### config.mk
export PLATFORM = sky130hd
export DESIGN_NAME = bus_write_arbiter_flat
export DESIGN_NICKNAME = d
export VERILOG_FILES = /design/src/rtl/bus_write_arbiter_if.sv /design/src/rtl/bus_write_arbiter.sv /design/src/flat_wrapper.sv
export SDC_FILE = /design/constraint.sdc
export NUM_CORES = 1
export LEC_CHECK = 0
export BUFFER_PORTS_ARGS = -buffer_cell sky130_fd_sc_hd__buf_4
export CORE_AREA = 2 2 140 142
export DETAILED_ROUTE_END_ITERATION = 8
export DIE_AREA = 0 0 142 144
export PLACE_DENSITY = 0.69
export SLEW_MARGIN = 20
export SYNTH_ARGS = -nofsm -noshare
export SYNTH_HDL_FRONTEND = slang
export SYNTH_SLANG_ARGS = --single-unit
export TNS_END_PERCENT = 100
### constraint.sdc
create_clock -name io_clk -period 4 [get_ports io_clk]
set_clock_uncertainty 0.05 [all_clocks]
set_input_delay 1.2 -clock io_clk [delete_from_list [all_inputs] [get_ports io_clk]]
set_output_delay 1.2 -clock io_clk [all_outputs]
set_load 0.01 [all_outputs]
### src/rtl/bus_write_arbiter_if.sv
// Requester-side handshake and shared register-bus signals of the write arbiter.
interface bus_write_arbiter_if #(
  parameter int unsigned NUM_REQ = 4
);
  localparam int unsigned IW = (NUM_REQ > 1) ? $clog2(NUM_REQ) : 1;

  logic [NUM_REQ-1:0]    io_req_valid;
  logic [NUM_REQ-1:0]    io_req_ready;
  logic [NUM_REQ-1:0]    io_req_lock;
  logic [4*NUM_REQ-1:0]  io_req_wen;
  logic [32*NUM_REQ-1:0] io_req_addr;
  logic [32*NUM_REQ-1:0] io_req_din;
  logic [3:0]            io_wen;
  logic [31:0]           io_addr;
  logic [31:0]           io_din;
  logic [IW-1:0]         io_grant_id;
  logic                  io_busy;

  modport master (
    output io_req_valid, io_req_lock, io_req_wen, io_req_addr, io_req_din,
    input  io_req_ready, io_wen, io_addr, io_din, io_grant_id, io_busy
  );

  modport slave (
    input  io_req_valid, io_req_lock, io_req_wen, io_req_addr, io_req_din,
    output io_req_ready, io_wen, io_addr, io_din, io_grant_id, io_busy
  );
endinterface

### src/rtl/bus_write_arbiter.sv
// Round-robin arbiter sharing one registered write port among NUM_REQ requesters,
// with locked bursts of up to MAX_BURST writes and an optional idle gap per grant.
module bus_write_arbiter #(
  parameter int unsigned NUM_REQ    = 4,
  parameter int unsigned MAX_BURST  = 4,
  parameter int unsigned GAP_CYCLES = 0
) (
  input logic             io_clk,
  input logic             io_rst_n,
  bus_write_arbiter_if.slave bus
);
  localparam int unsigned IW = (NUM_REQ > 1) ? $clog2(NUM_REQ) : 1;
  localparam int unsigned CW = $clog2(MAX_BURST + 1);

  typedef enum logic [1:0] {IDLE, BURST, GAP} state_t;

  localparam state_t END_STATE = (GAP_CYCLES > 0) ? GAP : IDLE;
  localparam logic   END_BUSY  = (GAP_CYCLES > 0);

  state_t          state;
  logic [IW-1:0]   ptr;
  logic [IW-1:0]   cur;
  logic [CW-1:0]   count;
  logic [3:0]      gap_cnt;
  logic [IW-1:0]   win;
  logic [IW-1:0]   sel;
  logic [IW-1:0]   ptr_next;
  logic            found;
  logic            xfer;
  logic [NUM_REQ-1:0] ready;

  logic [3:0]      wen_q;
  logic [31:0]     addr_q;
  logic [31:0]     din_q;
  logic [IW-1:0]   gid_q;
  logic            busy_q;

  always_comb begin
    int unsigned idx;
    logic [IW-1:0] cand;
    found = 1'b0;
    win   = '0;
    idx   = 0;
    cand  = '0;
    for (int unsigned k = 0; k < NUM_REQ; k++) begin
      idx  = (32'(ptr) + k) % NUM_REQ;
      cand = IW'(idx);
      if (!found && bus.io_req_valid[cand]) begin
        found = 1'b1;
        win   = cand;
      end
    end
  end

  // Ready is combinational from valid, so it is masked by reset to stay low while held.
  always_comb begin
    ready = '0;
    if (io_rst_n) begin
      case (state)
        IDLE:    if (found) ready[win] = 1'b1;
        BURST:   ready[cur] = 1'b1;
        default: ready = '0;
      endcase
    end
  end

  assign xfer     = |(bus.io_req_valid & ready);
  assign sel      = (state == BURST) ? cur : win;
  assign ptr_next = (win == IW'(NUM_REQ - 1)) ? '0 : win + 1'b1;

  always_ff @(posedge io_clk or negedge io_rst_n) begin
    if (!io_rst_n) begin
      state   <= IDLE;
      ptr     <= '0;
      cur     <= '0;
      count   <= '0;
      gap_cnt <= '0;
      wen_q   <= '0;
      addr_q  <= '0;
      din_q   <= '0;
      gid_q   <= '0;
      busy_q  <= 1'b0;
    end else begin
      wen_q <= '0;
      if (xfer) begin
        wen_q  <= bus.io_req_wen[{sel, 2'b00} +: 4];
        addr_q <= bus.io_req_addr[{sel, 5'b00000} +: 32];
        din_q  <= bus.io_req_din[{sel, 5'b00000} +: 32];
        gid_q  <= sel;
      end
      case (state)
        IDLE: begin
          if (xfer) begin
            ptr   <= ptr_next;
            cur   <= win;
            count <= CW'(1);
            if (bus.io_req_lock[win] && MAX_BURST > 1) begin
              state  <= BURST;
              busy_q <= 1'b1;
            end else begin
              state   <= END_STATE;
              busy_q  <= END_BUSY;
              gap_cnt <= 4'(GAP_CYCLES);
            end
          end
        end
        BURST: begin
          if (!bus.io_req_valid[cur]) begin
            state   <= END_STATE;
            busy_q  <= END_BUSY;
            gap_cnt <= 4'(GAP_CYCLES);
          end else begin
            count <= count + 1'b1;
            if (!bus.io_req_lock[cur] || count == CW'(MAX_BURST - 1)) begin
              state   <= END_STATE;
              busy_q  <= END_BUSY;
              gap_cnt <= 4'(GAP_CYCLES);
            end
          end
        end
        GAP: begin
          if (gap_cnt <= 4'd1) begin
            state  <= IDLE;
            busy_q <= 1'b0;
          end else begin
            gap_cnt <= gap_cnt - 1'b1;
          end
        end
        default: begin
          state  <= IDLE;
          busy_q <= 1'b0;
        end
      endcase
    end
  end

  assign bus.io_req_ready = ready;
  assign bus.io_wen       = wen_q;
  assign bus.io_addr      = addr_q;
  assign bus.io_din       = din_q;
  assign bus.io_grant_id  = gid_q;
  assign bus.io_busy      = busy_q;
endmodule

### src/flat_wrapper.sv
// flat-port wrapper written by rule: the top's interface ports become plain ports
module bus_write_arbiter_flat 
#(
  parameter int unsigned NUM_REQ    = 4,
  parameter int unsigned MAX_BURST  = 4,
  parameter int unsigned GAP_CYCLES = 0
)
  (io_clk, io_rst_n, bus_io_req_valid, bus_io_req_lock, bus_io_req_wen, bus_io_req_addr, bus_io_req_din, bus_io_req_ready, bus_io_wen, bus_io_addr, bus_io_din, bus_io_grant_id, bus_io_busy);
  bus_write_arbiter_if #(.NUM_REQ(NUM_REQ)) bus_i ();
  input logic io_clk;
  input logic io_rst_n;
  input wire logic [$bits(bus_i.io_req_valid)-1:0] bus_io_req_valid;
  input wire logic [$bits(bus_i.io_req_lock)-1:0] bus_io_req_lock;
  input wire logic [$bits(bus_i.io_req_wen)-1:0] bus_io_req_wen;
  input wire logic [$bits(bus_i.io_req_addr)-1:0] bus_io_req_addr;
  input wire logic [$bits(bus_i.io_req_din)-1:0] bus_io_req_din;
  output wire logic [$bits(bus_i.io_req_ready)-1:0] bus_io_req_ready;
  output wire logic [$bits(bus_i.io_wen)-1:0] bus_io_wen;
  output wire logic [$bits(bus_i.io_addr)-1:0] bus_io_addr;
  output wire logic [$bits(bus_i.io_din)-1:0] bus_io_din;
  output wire logic [$bits(bus_i.io_grant_id)-1:0] bus_io_grant_id;
  output wire logic [$bits(bus_i.io_busy)-1:0] bus_io_busy;
  assign bus_i.io_req_valid = bus_io_req_valid;
  assign bus_i.io_req_lock = bus_io_req_lock;
  assign bus_i.io_req_wen = bus_io_req_wen;
  assign bus_i.io_req_addr = bus_io_req_addr;
  assign bus_i.io_req_din = bus_io_req_din;
  assign bus_io_req_ready = bus_i.io_req_ready;
  assign bus_io_wen = bus_i.io_wen;
  assign bus_io_addr = bus_i.io_addr;
  assign bus_io_din = bus_i.io_din;
  assign bus_io_grant_id = bus_i.io_grant_id;
  assign bus_io_busy = bus_i.io_busy;
  bus_write_arbiter #(.NUM_REQ(NUM_REQ), .MAX_BURST(MAX_BURST), .GAP_CYCLES(GAP_CYCLES)) u_core (.io_clk(io_clk), .io_rst_n(io_rst_n), .bus(bus_i));
endmodule
==> tab_implementation.tex, run 1 <==
\begin{tabular}{lr}
\hline
Metric & Value \\
\hline
\multicolumn{2}{l}{\textbf{Timing}} \\
\quad Final-layout setup total negative slack & -9.82 ps \\
\quad Highest clock frequency the design can meet & between 200 and 250 MHz \\
\quad Fin. Hold Viols & 0 \\
\quad Hold Slack & between 400 and 500 ps \\
\quad Period utilisation layout & 100\% \\
\quad Final Critical Period & 4010 ps \\
\quad Final number of setup-violating endpoints & 1 \\
\quad Final critical-path setup slack & -9.82 ps \\
\quad Setup repair after global routing missed its margin & yes \\
\quad Max-slew violation count & 0 \\
\quad Slew margin rel. & 60.0\% \\
\quad Tightest Pin Transition & a little under 600 ps \\
\multicolumn{2}{l}{\textbf{Layout}} \\
\quad Ratio of cells with drive above 1 in the final layout & 57.1\% \\
\quad Area overhead of the layout relative to synthesis & 55.0\% \\
\quad Number of diodes & 0 \\
\quad Final net count & between 1000 and 1500 \\
\quad Design area & approximately 9000 um\^{}2 \\
\multicolumn{2}{l}{\textbf{Synthesis}} \\
\quad Net count after synthesis & about 770 \\
\quad Gate count of the mapped netlist & 480 \\
\quad \#FFs+latches synth & $\sim$80 \\
\quad Number of flops mapped to enable cells by yosys & 0 \\
\quad Share of Yosys cell area claimed by the top area cell type & 33.9\% \\
\quad Avg Inst Size Synth & between 10 and 15 um\^{}2 \\
\quad Mapped Area & between 5000 and 6000 um\^{}2 \\
\quad Post-synth ARST share & 100\% \\
\quad Most used standard cells in the synthesized netlist & sky130\_fd\_sc\_hd\_\_mux2i\_1 (90), sky130\_fd\_sc\_hd\_\_dfrtp\_1 (78), sky130\_fd\_sc\_hd\_\_mux2\_2 (59) \\
\quad Count of synthesis-stage warnings from yosys & 0 \\
\quad Top area cells in the synthesized netlist & sky130\_fd\_sc\_hd\_\_dfrtp\_1 (34\%), sky130\_fd\_sc\_hd\_\_mux2i\_1 (16\%), sky130\_fd\_sc\_hd\_\_mux2\_2 (12\%) \\
\quad Fraction of the yosys area taken by sequential cells & 33.9\% \\
\quad Dominant cell by count in the synthesized netlist & sky130\_fd\_sc\_hd\_\_mux2i\_1 \\
\quad Top\_reg\_cell synth & sky130\_fd\_sc\_hd\_\_dfrtp\_1 \\
\quad Number of distinct library cells after synthesis & 56 \\
\quad Largest area contributor in the netlist & sky130\_fd\_sc\_hd\_\_dfrtp\_1 \\
\multicolumn{2}{l}{\textbf{CTS}} \\
\quad Post-CTS clock slew at the launch and capture registers of the worst setup and hold paths & 50 ps \\
\quad Maximum count of clock buffers along a single path & 2 \\
\quad Post-cts hold buffer count & 0 \\
\quad CTS Sinks & just under 80 \\
\quad Clock latency of the later-clocked register in the worst-skew pair & between 300 and 400 ps \\
\quad Maximum level of the CTS H-tree & 3 \\
\quad CTS Root Buffer Type & sky130\_fd\_sc\_hd\_\_clkbuf\_16 \\
\quad Clock buffers created by TritonCTS & 9 \\
\quad TritonCTS clock tree & yes \\
\multicolumn{2}{l}{\textbf{GRT}} \\
\quad GRT Overall Usage & between 10\% and 20\% \\
\quad Maximum number of pins on one net before global-route repair & 60 \\
\quad GRT overflow & 0 \\
\quad Vias in the first global route & between 5000 and 6000 \\
\quad First-pass GRT wire length & roughly 29 mm \\
\quad Initial antenna violation count & 0 \\
\multicolumn{2}{l}{\textbf{Floorplan}} \\
\quad Height of the die & 144 um \\
\quad Num rows & slightly above 50 \\
\quad Die outline area & 20400 um\^{}2 \\
\quad IO Count & 357 \\
\quad Floorplan core area & between 15000 and 20000 um\^{}2 \\
\quad Die width & between 100 and 150 um \\
\quad Initial standard-cell utilization of the core & 30.1\% \\
\multicolumn{2}{l}{\textbf{Worst setup path}} \\
\quad Path type of the worst setup path & in2out \\
\quad Largest fanout on the critical path & 4 \\
\quad Setup crit start kind & input pin \\
\quad Worst path required time & $\sim$2800 ps \\
\quad WP data arrival & about 2800 ps \\
\quad Endpoint type of the worst setup path & output pin \\
\multicolumn{2}{l}{\textbf{Route}} \\
\quad Top routing layer in use & met4 \\
\quad Number of nets still failing antenna checks after routing & 0 \\
\quad Post-DR wirelength/cell & 18.5 um \\
\quad DR DRC count & 0 \\
\quad Routed wl met2 & $\sim$10 mm \\
\quad Mean number of vias per cell & 5.07 \\
\quad Met3 wirelength from detailed routing & 1.64 mm \\
\quad Final routed wirelength across all metal layers & about 20 mm \\
\quad Routed met1 length & $\sim$7.5 mm \\
\quad Router iterations before antenna repair & 4 \\
\quad Number of vias in the routed layout & roughly 5400 \\
\quad DRC violation total after the first TritonRoute iteration & 180 \\
\multicolumn{2}{l}{\textbf{Place}} \\
\quad Placement Cell Area & 8620 um\^{}2 \\
\quad Number of buffers inserted by port buffering & about 360 \\
\quad Detailed placer's ending HPWL & 15.0 mm \\
\quad Routability Congestion & approximately 0.83 \\
\multicolumn{2}{l}{\textbf{Power and ir drop}} \\
\quad Pwr Density & between 700 and 800 nW/um\^{}2 \\
\quad VDD IR-drop max & approximately 380 uV \\
\quad Reported leakage power & 4.34 nW \\
\multicolumn{2}{l}{\textbf{Flow run}} \\
\quad Max Cap Violations & 0 \\
\multicolumn{2}{l}{\textbf{Worst hold path}} \\
\quad Worst Hold Class & reg2reg \\
\multicolumn{2}{l}{\textbf{Outcome}} \\
\quad Outcome & finished, violations left \\
\quad Violated checks & negative setup slack \\
\hline
\end{tabular}
-- registers in the layout, indices dropped and copies added (netlist names) --
register,cells
u_core.bus.io_wen,4
u_core.ptr,2
u_core.bus.io_din,32
u_core.state,1
u_core.bus.io_addr,32
u_core.bus.io_grant_id,2
u_core.cur,2
u_core.count,3
-- per-layer routing --
layer,GRT usage (%),vias to the layer above
li1,-,2577
met1,20.8,2537
met2,33.8,236
met3,5.36,21
met4,4.68,0
met5,0,-
-- cells by family (layout without fill, tap and decap cells) --
logic type / count (synthesis) / after routing / synth area share [%]
flops: 78 / 78 / 33.9
mux: 199 / 199 / 37.6
buf+inv: 56 / 397 / 6.33
xor+xnor: 1 / 1 / 0.152
compound gates: 72 / 72 / 12.1
fa+ha+maj: 3 / 3 / 0.653
simple gates: 71 / 71 / 9.29
-- area by class of cell --
cell class              count  area, um^2
inverters                   7        26.3
clock buffers              10         229
repair buffers            376        2870
clock inverters             4        50.0
flip-flops and latches     78        1950
multi-input cells         346        3490
well taps                 238         298
fillers                  1808       10200
-- where the power goes --
group	switching (W)	internal [W]
clock network	0.000326	0.000476
registers	0.000243	0.00119
logic	0.00184	0.00218
total	0.00241	0.00385
-- stage by stage --
stage	std cells	setup WS [ps]	utilization (%)	total power, W
floorplan	480	68.5	-	0.00420
global placement	1045	61.0	45.2	0.00547
detailed placement	1045	34.3	45.2	0.00552
CTS	1059	19.7	46.7	0.00636
global route	1059	-46.9	46.7	0.00671
finish	1059	-9.82	46.7	0.00626
-- path summary, 6_finish.rpt --
path | depth (start not counted) | from | to | slack [ps]
worst max-delay path | 8 | bus_io_req_valid[0] | bus_io_req_ready[3] | -10
worst min register to register | 1 | u_core.bus.io_grant_id[1]$_DFFE_PN0P_ | u_core.bus.io_grant_id[1]$_DFFE_PN0P_ | 440
worst max register to register | 10 | u_core.ptr[1]$_DFFE_PN0P_ | u_core.bus.io_addr[20]$_DFFE_PN0P_ | 1140
min in group asynchronous | 2 | io_rst_n | u_core.bus.io_addr[3]$_DFFE_PN0P_ | 940
worst min-delay path | 1 | u_core.bus.io_grant_id[1]$_DFFE_PN0P_ | u_core.bus.io_grant_id[1]$_DFFE_PN0P_ | 440
max in group asynchronous | 2 | io_rst_n | u_core.bus.io_addr[2]$_DFFE_PN0P_ | 2530
-- cells in the final DEF, fill, tap and decap left out, types with 2 or more instances in the layout --
| cell type | count |
|---|---|
| sky130_fd_sc_hd__o32ai_1 | 4 |
| sky130_fd_sc_hd__nand2_1 | 7 |
| sky130_fd_sc_hd__o21a_1 | 3 |
| sky130_fd_sc_hd__nand3_1 | 3 |
| sky130_fd_sc_hd__nand3b_1 | 3 |
| sky130_fd_sc_hd__o31ai_1 | 2 |
| sky130_fd_sc_hd__inv_1 | 6 |
| sky130_fd_sc_hd__a21oi_1 | 4 |
| sky130_fd_sc_hd__nand4b_1 | 2 |
| sky130_fd_sc_hd__buf_12 | 4 |
| sky130_fd_sc_hd__a21oi_2 | 2 |
| sky130_fd_sc_hd__mux4_2 | 2 |
| sky130_fd_sc_hd__a221o_1 | 39 |
| sky130_fd_sc_hd__and4_1 | 38 |
| sky130_fd_sc_hd__mux2i_1 | 90 |
| sky130_fd_sc_hd__ha_1 | 3 |
| sky130_fd_sc_hd__mux2_1 | 47 |
| sky130_fd_sc_hd__buf_4 | 372 |
| sky130_fd_sc_hd__nor2b_4 | 2 |
| sky130_fd_sc_hd__and2_1 | 2 |
| sky130_fd_sc_hd__clkbuf_16 | 9 |
| sky130_fd_sc_hd__nor2_1 | 5 |
| sky130_fd_sc_hd__mux2_2 | 59 |
| sky130_fd_sc_hd__a31oi_4 | 2 |
| sky130_fd_sc_hd__dfrtp_1 | 78 |
| sky130_fd_sc_hd__clkinvlp_4 | 2 |
-- critical path, cell delays in order --
cell                      delay [ps]
sky130_fd_sc_hd__buf_4           130
sky130_fd_sc_hd__nor2b_4         140
sky130_fd_sc_hd__a22oi_4         200
sky130_fd_sc_hd__nor2b_4         180
sky130_fd_sc_hd__ha_1            160
sky130_fd_sc_hd__or3b_1          380
sky130_fd_sc_hd__a21oi_2         220
sky130_fd_sc_hd__buf_4           160
-- repair_timing --
action / in CTS / in global routing
setup buffers: 0 / 0
hold endpoints to repair: 0 / 0
resized for setup: 0 / 3
endpoints found under the setup margin: 0 / 2
No activity file was read; power rests on OpenSTA's default activity.
==> run 2: changes to the inputs <==
--- a/config.mk
+++ b/config.mk
@@ -10,6 +10,7 @@
 export DETAILED_ROUTE_END_ITERATION = 8
 export DIE_AREA = 0 0 142 144
 export PLACE_DENSITY = 0.69
+export SETUP_SLACK_MARGIN = 0.15
 export SLEW_MARGIN = 20
 export SYNTH_ARGS = -nofsm -noshare
 export SYNTH_HDL_FRONTEND = slang
==> tab_implementation.tex, run 2 (synthesized netlist as in run 1, its figures left out) <==
\begin{tabular}{lr}
\hline
Metric & Value \\
\hline
\multicolumn{2}{l}{\textbf{Route}} \\
\quad Number of nets still failing antenna checks after routing & 0 (unchanged) \\
\quad Final routed wirelength across all metal layers & 19.4 mm (was 19.6 mm) \\
\quad Router iterations before antenna repair & 4 (unchanged) \\
\quad Mean number of vias per cell & 5.12 (was 5.07) \\
\quad Number of vias in the routed layout & 5458 (was 5371) \\
\quad Post-DR wirelength/cell & 18.1 um (was 18.5 um) \\
\quad DRC violation total after the first TritonRoute iteration & 157 (was 180) \\
\quad DR DRC count & 0 (unchanged) \\
\multicolumn{2}{l}{\textbf{Place}} \\
\quad Detailed placer's ending HPWL & 14.6 mm (was 15.0 mm) \\
\quad Routability Congestion & 0.881 (was 0.834) \\
\quad Placed Cells & 1046 (was 1045) \\
\quad Number of buffers inserted by port buffering & 356 (unchanged) \\
\quad Placement Cell Area & 8670 um\^{}2 (was 8620 um\^{}2) \\
\quad Placement-stage worst setup slack & 49.1 ps (was 34.3 ps) \\
\multicolumn{2}{l}{\textbf{CTS}} \\
\quad Clock latency of the later-clocked register in the worst-skew pair & 340 ps (was 330 ps) \\
\quad CTS Sinks & 78 (unchanged) \\
\quad CTS Root Buffer Type & sky130\_fd\_sc\_hd\_\_clkbuf\_16 (unchanged) \\
\quad Post-cts hold buffer count & 0 (unchanged) \\
\quad Post-CTS clock slew at the launch and capture registers of the worst setup and hold paths & 60 ps (was 50 ps) \\
\quad Maximum level of the CTS H-tree & 3 (unchanged) \\
\quad TritonCTS clock tree & yes (unchanged) \\
\quad Maximum count of clock buffers along a single path & 2 (unchanged) \\
\quad Clock buffers created by TritonCTS & 9 (unchanged) \\
\multicolumn{2}{l}{\textbf{GRT}} \\
\quad GRT Overall Usage & 18.0\% (was 18.4\%) \\
\quad Vias in the first global route & 5452 (was 5465) \\
\quad Initial antenna violation count & 0 (unchanged) \\
\quad GRT overflow & 0 (unchanged) \\
\quad First-pass GRT wire length & 28.9 mm (was 29.3 mm) \\
\quad Maximum number of pins on one net before global-route repair & 70 (was 60) \\
\multicolumn{2}{l}{\textbf{Layout}} \\
\quad Area overhead of the layout relative to synthesis & 57.8\% (was 55.0\%) \\
\quad Number of diodes & 0 (unchanged) \\
\quad Final net count & 1109 (was 1103) \\
\quad Finished Layout Cells & 1067 (was 1059) \\
\quad Design area & 9070 um\^{}2 (was 8910 um\^{}2) \\
\quad Ratio of cells with drive above 1 in the final layout & 58.0\% (was 57.1\%) \\
\quad Commonest non-fill, non-tap cells in the layout & sky130\_fd\_sc\_hd\_\_buf\_4 (374), sky130\_fd\_sc\_hd\_\_mux2i\_1 (89), sky130\_fd\_sc\_hd\_\_dfrtp\_1 (78), sky130\_fd\_sc\_hd\_\_mux2\_2 (59), sky130\_fd\_sc\_hd\_\_mux2\_1 (47) (was sky130\_fd\_sc\_hd\_\_buf\_4 (372), sky130\_fd\_sc\_hd\_\_mux2i\_1 (90), sky130\_fd\_sc\_hd\_\_dfrtp\_1 (78), sky130\_fd\_sc\_hd\_\_mux2\_2 (59), sky130\_fd\_sc\_hd\_\_mux2\_1 (47)) \\
\quad Most common cell after layout, fill and taps aside & sky130\_fd\_sc\_hd\_\_buf\_4 (unchanged) \\
\multicolumn{2}{l}{\textbf{Timing}} \\
\quad Highest clock frequency the design can meet & 260 MHz (was 249 MHz) \\
\quad Fin. Hold Viols & 0 (unchanged) \\
\quad Slew margin rel. & 33.9\% (was 60.0\%) \\
\quad Final number of setup-violating endpoints & 0 (was 1) \\
\quad Period utilisation layout & 96.2\% (was 100\%) \\
\quad Final-layout setup total negative slack & 0 ps (was -9.82 ps) \\
\quad Final Critical Period & 3850 ps (was 4010 ps) \\
\quad Setup repair after global routing missed its margin & yes (unchanged) \\
\quad Tightest Pin Transition & 992 ps (was 597 ps) \\
\quad Final critical-path setup slack & 153 ps (was -9.82 ps) \\
\quad Max-slew violation count & 0 (unchanged) \\
\multicolumn{2}{l}{\textbf{Floorplan}} \\
\quad Height of the die & 144 um (unchanged) \\
\quad Die outline area & 20400 um\^{}2 (unchanged) \\
\quad IO Count & 357 (unchanged) \\
\quad Die width & 142 um (unchanged) \\
\quad Floorplan core area & 19100 um\^{}2 (unchanged) \\
\quad Num rows & 51 (unchanged) \\
\quad Initial standard-cell utilization of the core & 30.1\% (unchanged) \\
\multicolumn{2}{l}{\textbf{Power and ir drop}} \\
\quad Reported leakage power & 4.40 nW (was 4.34 nW) \\
\quad VDD IR-drop max & 364 uV (was 377 uV) \\
\quad Overall power & 0.00641 W (was 0.00626 W) \\
\quad Pwr Density & 706 nW/um\^{}2 (was 703 nW/um\^{}2) \\
\multicolumn{2}{l}{\textbf{Flow run}} \\
\quad Max Cap Violations & 0 (unchanged) \\
\multicolumn{2}{l}{\textbf{Worst hold path}} \\
\quad Hold depth & 1 (unchanged) \\
\quad Worst Hold Class & reg2reg (unchanged) \\
\multicolumn{2}{l}{\textbf{Worst setup path}} \\
\quad Worst path required time & 2750 ps (about the same) \\
\quad WP data arrival & 2600 ps (was 2760 ps) \\
\quad Endpoint type of the worst setup path & output pin (unchanged) \\
\quad Setup crit start kind & input pin (unchanged) \\
\quad Path type of the worst setup path & in2out (unchanged) \\
\quad Cells on worst reg2reg path & 13 (was 10) \\
\quad Largest fanout on the critical path & 4 (unchanged) \\
\multicolumn{2}{l}{\textbf{Outcome}} \\
\quad Outcome & completed (was finished, violations left) \\
\hline
\end{tabular}
run 2: path summary, 6_finish.rpt:
check	from	to	slack, ps
setup / recovery	bus_io_req_valid[0]	bus_io_req_ready[3]	150
hold / removal	u_core.bus.io_grant_id[1]$_DFFE_PN0P_	u_core.bus.io_grant_id[1]$_DFFE_PN0P_	460
setup reg to reg	u_core.ptr[1]$_DFFE_PN0P_	u_core.bus.io_din[21]$_DFFE_PN0P_	950
hold reg to reg	u_core.bus.io_grant_id[1]$_DFFE_PN0P_	u_core.bus.io_grant_id[1]$_DFFE_PN0P_	460
max in group asynchronous	io_rst_n	u_core.bus.io_din[26]$_DFFE_PN0P_	2430
min in group asynchronous	io_rst_n	u_core.bus.io_din[25]$_DFFE_PN0P_	650
run 2: stage by stage:
step | hold slack, ps | util (%)
detailed placement | 447 | 45.4
finish | 456 | 47.6
floorplan | 452 | -
global placement | 440 | 45.4
global route | 471 | 47.6
CTS | 461 | 47.3
run 2: layout make-up:
cell class / count / area [um^2]
Fill cell: 1787 / 10000
Multi-Input combinational cell: 346 / 3540
Timing Repair Buffer: 382 / 2950
Sequential cell: 78 / 1950
Tap cell: 238 / 298
Clock buffer: 12 / 256
Clock inverter: 4 / 53.8
Inverter: 7 / 26.3
run 2: timing repair:
item	in CTS	in global routing
gates resized for setup	4	7
setup buffers	3	2
endpoints found under the setup margin	1	3
pin swaps	4	5
run 2: metal layers:
layer	track usage, %	share of wire [%]	up-vias
met5	0	0	-
met4	6.11	1.8	0
met3	4.24	8.1	24
met2	31.9	50	257
met1	21.3	40	2596
li1	-	-	2581
run 2: critical path: stages:
cell	delay (ps)
sky130_fd_sc_hd__buf_8	100
sky130_fd_sc_hd__nor2b_4	130
sky130_fd_sc_hd__a22oi_4	170
sky130_fd_sc_hd__nor2b_4	190
sky130_fd_sc_hd__ha_4	130
sky130_fd_sc_hd__or3b_4	380
sky130_fd_sc_hd__a21oi_4	160
sky130_fd_sc_hd__buf_6	120
run 2: power by group:
part / switching (W) / internal (W) / leakage (nW) / total (W)
Clock: 0.000338 / 0.000520 / 0.145 / 0.000858
Sequential: 0.000246 / 0.00119 / 0.949 / 0.00144
Combinational: 0.00188 / 0.00223 / 3.31 / 0.00411
Total: 0.00246 / 0.00395 / 4.40 / 0.00641
==> run 3: changes to the inputs <==
--- a/config.mk
+++ b/config.mk
@@ -6,10 +6,10 @@
 export NUM_CORES = 1
 export LEC_CHECK = 0
 export BUFFER_PORTS_ARGS = -buffer_cell sky130_fd_sc_hd__buf_4
-export CORE_AREA = 2 2 140 142
+export CORE_AREA = 2 2 139 141
 export DETAILED_ROUTE_END_ITERATION = 8
-export DIE_AREA = 0 0 142 144
-export PLACE_DENSITY = 0.69
+export DIE_AREA = 0 0 141 143
+export PLACE_DENSITY = 0.7
 export SETUP_SLACK_MARGIN = 0.15
 export SLEW_MARGIN = 20
 export SYNTH_ARGS = -nofsm -noshare
==> tab_implementation.tex, run 3 (synthesized netlist as in run 1, its figures left out) <==
\begin{tabular}{lr}
\hline
Metric & Value \\
\hline
\multicolumn{2}{l}{\textbf{Layout}} \\
\quad Final core utilization & 49.0\% (was 47.6\%) \\
\quad Commonest non-fill, non-tap cells in the layout & sky130\_fd\_sc\_hd\_\_buf\_4 (379), sky130\_fd\_sc\_hd\_\_mux2i\_1 (89), sky130\_fd\_sc\_hd\_\_dfrtp\_1 (78), sky130\_fd\_sc\_hd\_\_mux2\_2 (59), sky130\_fd\_sc\_hd\_\_mux2\_1 (47) (was sky130\_fd\_sc\_hd\_\_buf\_4 (374), sky130\_fd\_sc\_hd\_\_mux2i\_1 (89), sky130\_fd\_sc\_hd\_\_dfrtp\_1 (78), sky130\_fd\_sc\_hd\_\_mux2\_2 (59), sky130\_fd\_sc\_hd\_\_mux2\_1 (47)) \\
\quad Seq. cell area & 1950 um\^{}2 (unchanged) \\
\quad Final net count & 1115 (was 1109) \\
\quad Ratio of cells with drive above 1 in the final layout & 58.3\% (was 58.0\%) \\
\quad Fillcell total & 1686 (was 1787) \\
\quad Multi-input gate area in the final layout & 3540 um\^{}2 (about the same) \\
\quad Most common cell after layout, fill and taps aside & sky130\_fd\_sc\_hd\_\_buf\_4 (unchanged) \\
\quad Area overhead of the layout relative to synthesis & 58.3\% (was 57.8\%) \\
\multicolumn{2}{l}{\textbf{Worst setup path}} \\
\quad Number of buffers and inverters on the critical path & 3 (was 2) \\
\quad Cell with the biggest individual delay on the critical path & sky130\_fd\_sc\_hd\_\_or3b\_4 (unchanged) \\
\quad Cells on worst reg2reg path & 12 (was 13) \\
\quad Reg2Reg Launch Point & u\_core.ptr[1]\$\_DFFE\_PN0P\_ (unchanged) \\
\quad Largest fanout on the critical path & 8 (was 4) \\
\quad Worst path required time & 2750 ps (about the same) \\
\quad Delay of the slowest critical-path stage & 380 ps (about the same) \\
\quad Kind of cell with the highest combined delay on the critical path & simple AND/OR/NAND/NOR gates (unchanged) \\
\quad Endpoint type of the worst setup path & output pin (unchanged) \\
\quad Setup crit start kind & input pin (unchanged) \\
\quad Most common cell type on the critical path & sky130\_fd\_sc\_hd\_\_buf\_4 (was sky130\_fd\_sc\_hd\_\_nor2b\_4) \\
\quad Critical path, cell by cell & buf\_4, buf\_4, a22oi\_4, nor2b\_4, ha\_4, or3b\_4, a21oi\_4, buf\_6 (was buf\_8, nor2b\_4, a22oi\_4, nor2b\_4, ha\_4, or3b\_4, a21oi\_4, buf\_6) \\
\quad Reg2reg setup slack & 1000 ps (was 950 ps) \\
\quad Path type of the worst setup path & in2out (unchanged) \\
\quad WP data arrival & 2640 ps (was 2600 ps) \\
\quad Endpoint of the worst-slack reg-to-reg timing path & u\_core.bus.io\_din[31]\$\_DFFE\_PN0P\_ (was u\_core.bus.io\_din[21]\$\_DFFE\_PN0P\_) \\
\multicolumn{2}{l}{\textbf{CTS}} \\
\quad CTS Sinks & 78 (unchanged) \\
\quad Clock buffers created by TritonCTS & 9 (unchanged) \\
\quad Clock latency of the later-clocked register in the worst-skew pair & 330 ps (was 340 ps) \\
\quad Post-CTS clock slew at the launch and capture registers of the worst setup and hold paths & 60 ps (about the same) \\
\quad TritonCTS clock tree & yes (unchanged) \\
\quad Maximum count of clock buffers along a single path & 2 (unchanged) \\
\quad Post-cts hold buffer count & 0 (unchanged) \\
\quad CTS Root Buffer Type & sky130\_fd\_sc\_hd\_\_clkbuf\_16 (unchanged) \\
\quad Maximum level of the CTS H-tree & 3 (unchanged) \\
\multicolumn{2}{l}{\textbf{Route}} \\
\quad Final routed wirelength across all metal layers & 20.2 mm (was 19.4 mm) \\
\quad Number of nets still failing antenna checks after routing & 0 (unchanged) \\
\quad DR DRC count & 0 (unchanged) \\
\quad Mean number of vias per cell & 5.17 (was 5.12) \\
\quad Router iterations before antenna repair & 4 (unchanged) \\
\quad DRC violation total after the first TritonRoute iteration & 144 (was 157) \\
\quad Post-DR wirelength/cell & 18.8 um (was 18.1 um) \\
\quad Number of vias in the routed layout & 5527 (was 5458) \\
\multicolumn{2}{l}{\textbf{Worst hold path}} \\
\quad Hold depth & 1 (unchanged) \\
\quad Sink of the worst hold path & u\_core.bus.io\_grant\_id[0]\$\_DFFE\_PN0P\_ (was u\_core.bus.io\_grant\_id[1]\$\_DFFE\_PN0P\_) \\
\quad Worst Hold Class & reg2reg (unchanged) \\
\quad Startpoint of the lowest-slack hold path & u\_core.bus.io\_grant\_id[0]\$\_DFFE\_PN0P\_ (was u\_core.bus.io\_grant\_id[1]\$\_DFFE\_PN0P\_) \\
\multicolumn{2}{l}{\textbf{Outcome}} \\
\quad Outcome & completed (unchanged) \\
\multicolumn{2}{l}{\textbf{GRT}} \\
\quad Initial antenna violation count & 1 (was 0) \\
\quad First-pass GRT wire length & 30.6 mm (was 28.9 mm) \\
\quad GRT Overall Usage & 19.5\% (was 18.0\%) \\
\quad GRT overflow & 0 (unchanged) \\
\quad Maximum number of pins on one net before global-route repair & 49 (was 70) \\
\quad Vias in the first global route & 5729 (was 5452) \\
\multicolumn{2}{l}{\textbf{Power and ir drop}} \\
\quad Reported leakage power & 4.42 nW (was 4.40 nW) \\
\quad VDD IR-drop max & 370 uV (was 364 uV) \\
\quad Pwr Density & 708 nW/um\^{}2 (was 706 nW/um\^{}2) \\
\multicolumn{2}{l}{\textbf{Timing}} \\
\quad Setup repair after global routing missed its margin & yes (unchanged) \\
\quad Fin. Hold Viols & 0 (unchanged) \\
\quad Final Critical Period & 3890 ps (was 3850 ps) \\
\quad Max-slew violation count & 0 (unchanged) \\
\quad Final number of setup-violating endpoints & 0 (unchanged) \\
\quad Slew margin rel. & 56.8\% (was 33.9\%) \\
\quad Tightest Pin Transition & 647 ps (was 992 ps) \\
\quad Final-layout setup total negative slack & 0 ps (unchanged) \\
\quad Period utilisation layout & 97.2\% (was 96.2\%) \\
\quad Highest clock frequency the design can meet & 257 MHz (was 260 MHz) \\
\multicolumn{2}{l}{\textbf{Floorplan}} \\
\quad Height of the die & 143 um (was 144 um) \\
\quad Die width & 141 um (was 142 um) \\
\quad Initial standard-cell utilization of the core & 31.0\% (was 30.1\%) \\
\quad Num rows & 50 (was 51) \\
\quad Die outline area & 20200 um\^{}2 (was 20400 um\^{}2) \\
\quad Floorplan core area & 18600 um\^{}2 (was 19100 um\^{}2) \\
\quad IO Count & 357 (unchanged) \\
\multicolumn{2}{l}{\textbf{Place}} \\
\quad Number of buffers inserted by port buffering & 356 (unchanged) \\
\quad Routability Congestion & 0.911 (was 0.881) \\
\quad Detailed placer's ending HPWL & 15.5 mm (was 14.6 mm) \\
\multicolumn{2}{l}{\textbf{Flow run}} \\
\quad Max Cap Violations & 0 (unchanged) \\
\hline
\end{tabular}
## run 3: per-layer routing
layer | vias to the layer above | track usage (%) | wire [um]
li1 | 2598 | - | -
met1 | 2651 | 22.1 | 7710
met2 | 258 | 36.0 | 10400
met3 | 20 | 4.43 | 1650
met4 | 0 | 6.84 | 378
met5 | - | 0 | 0
## run 3: area by class of cell
type / count / share of cell area [%]
Antenna cell: 1 / 0.0275
Inverter: 7 / 0.289
Tap cell: 234 / 3.22
Multi-Input combinational cell: 346 / 38.8
Clock inverter: 6 / 0.687
Sequential cell: 78 / 21.4
Timing Repair Buffer: 388 / 33.0
Clock buffer: 10 / 2.52
## run 3: where the power goes
part           switching [W]  internal (W)  total (W)
clock network       0.000341      0.000482   0.000823
registers           0.000243       0.00119    0.00144
logic                0.00190       0.00229    0.00419
total                0.00248       0.00397    0.00645
## run 3: worst max-delay path by stage
stage,slack [ps],cells past startpoint,endpoint,start
4_1_cts,110,8,bus_io_req_ready[3],bus_io_req_valid[0]
5_1_grt,70,8,bus_io_req_ready[3],bus_io_req_valid[0]
2_1_floorplan,120,8,bus_io_req_ready[3],bus_io_req_valid[0]
3_3_place_gp,60,8,bus_io_req_ready[3],bus_io_req_valid[0]
6_report,110,8,bus_io_req_ready[3],bus_io_req_valid[2]
3_5_place_dp,20,8,bus_io_req_ready[3],bus_io_req_valid[0]
## run 3: timing repair
action,CTS,global route
hold endpoints to repair,0,0
resized for setup,7,3
setup buffers,1,2
endpoints found under the setup margin,2,2
pin swaps,5,2
## run 3: metrics by stage
stage	area [um^2]	power, W	worst slack [ps]	std cells	hold WS, ps
finish	9100	0.00645	112	1070	446
global route	9100	0.00687	73.1	1070	472
CTS	9070	0.00651	109	1067	448
detailed placement	8740	0.00564	17.9	1050	434
global placement	8740	0.00559	58.4	1050	428
floorplan	5780	0.00422	121	480	452
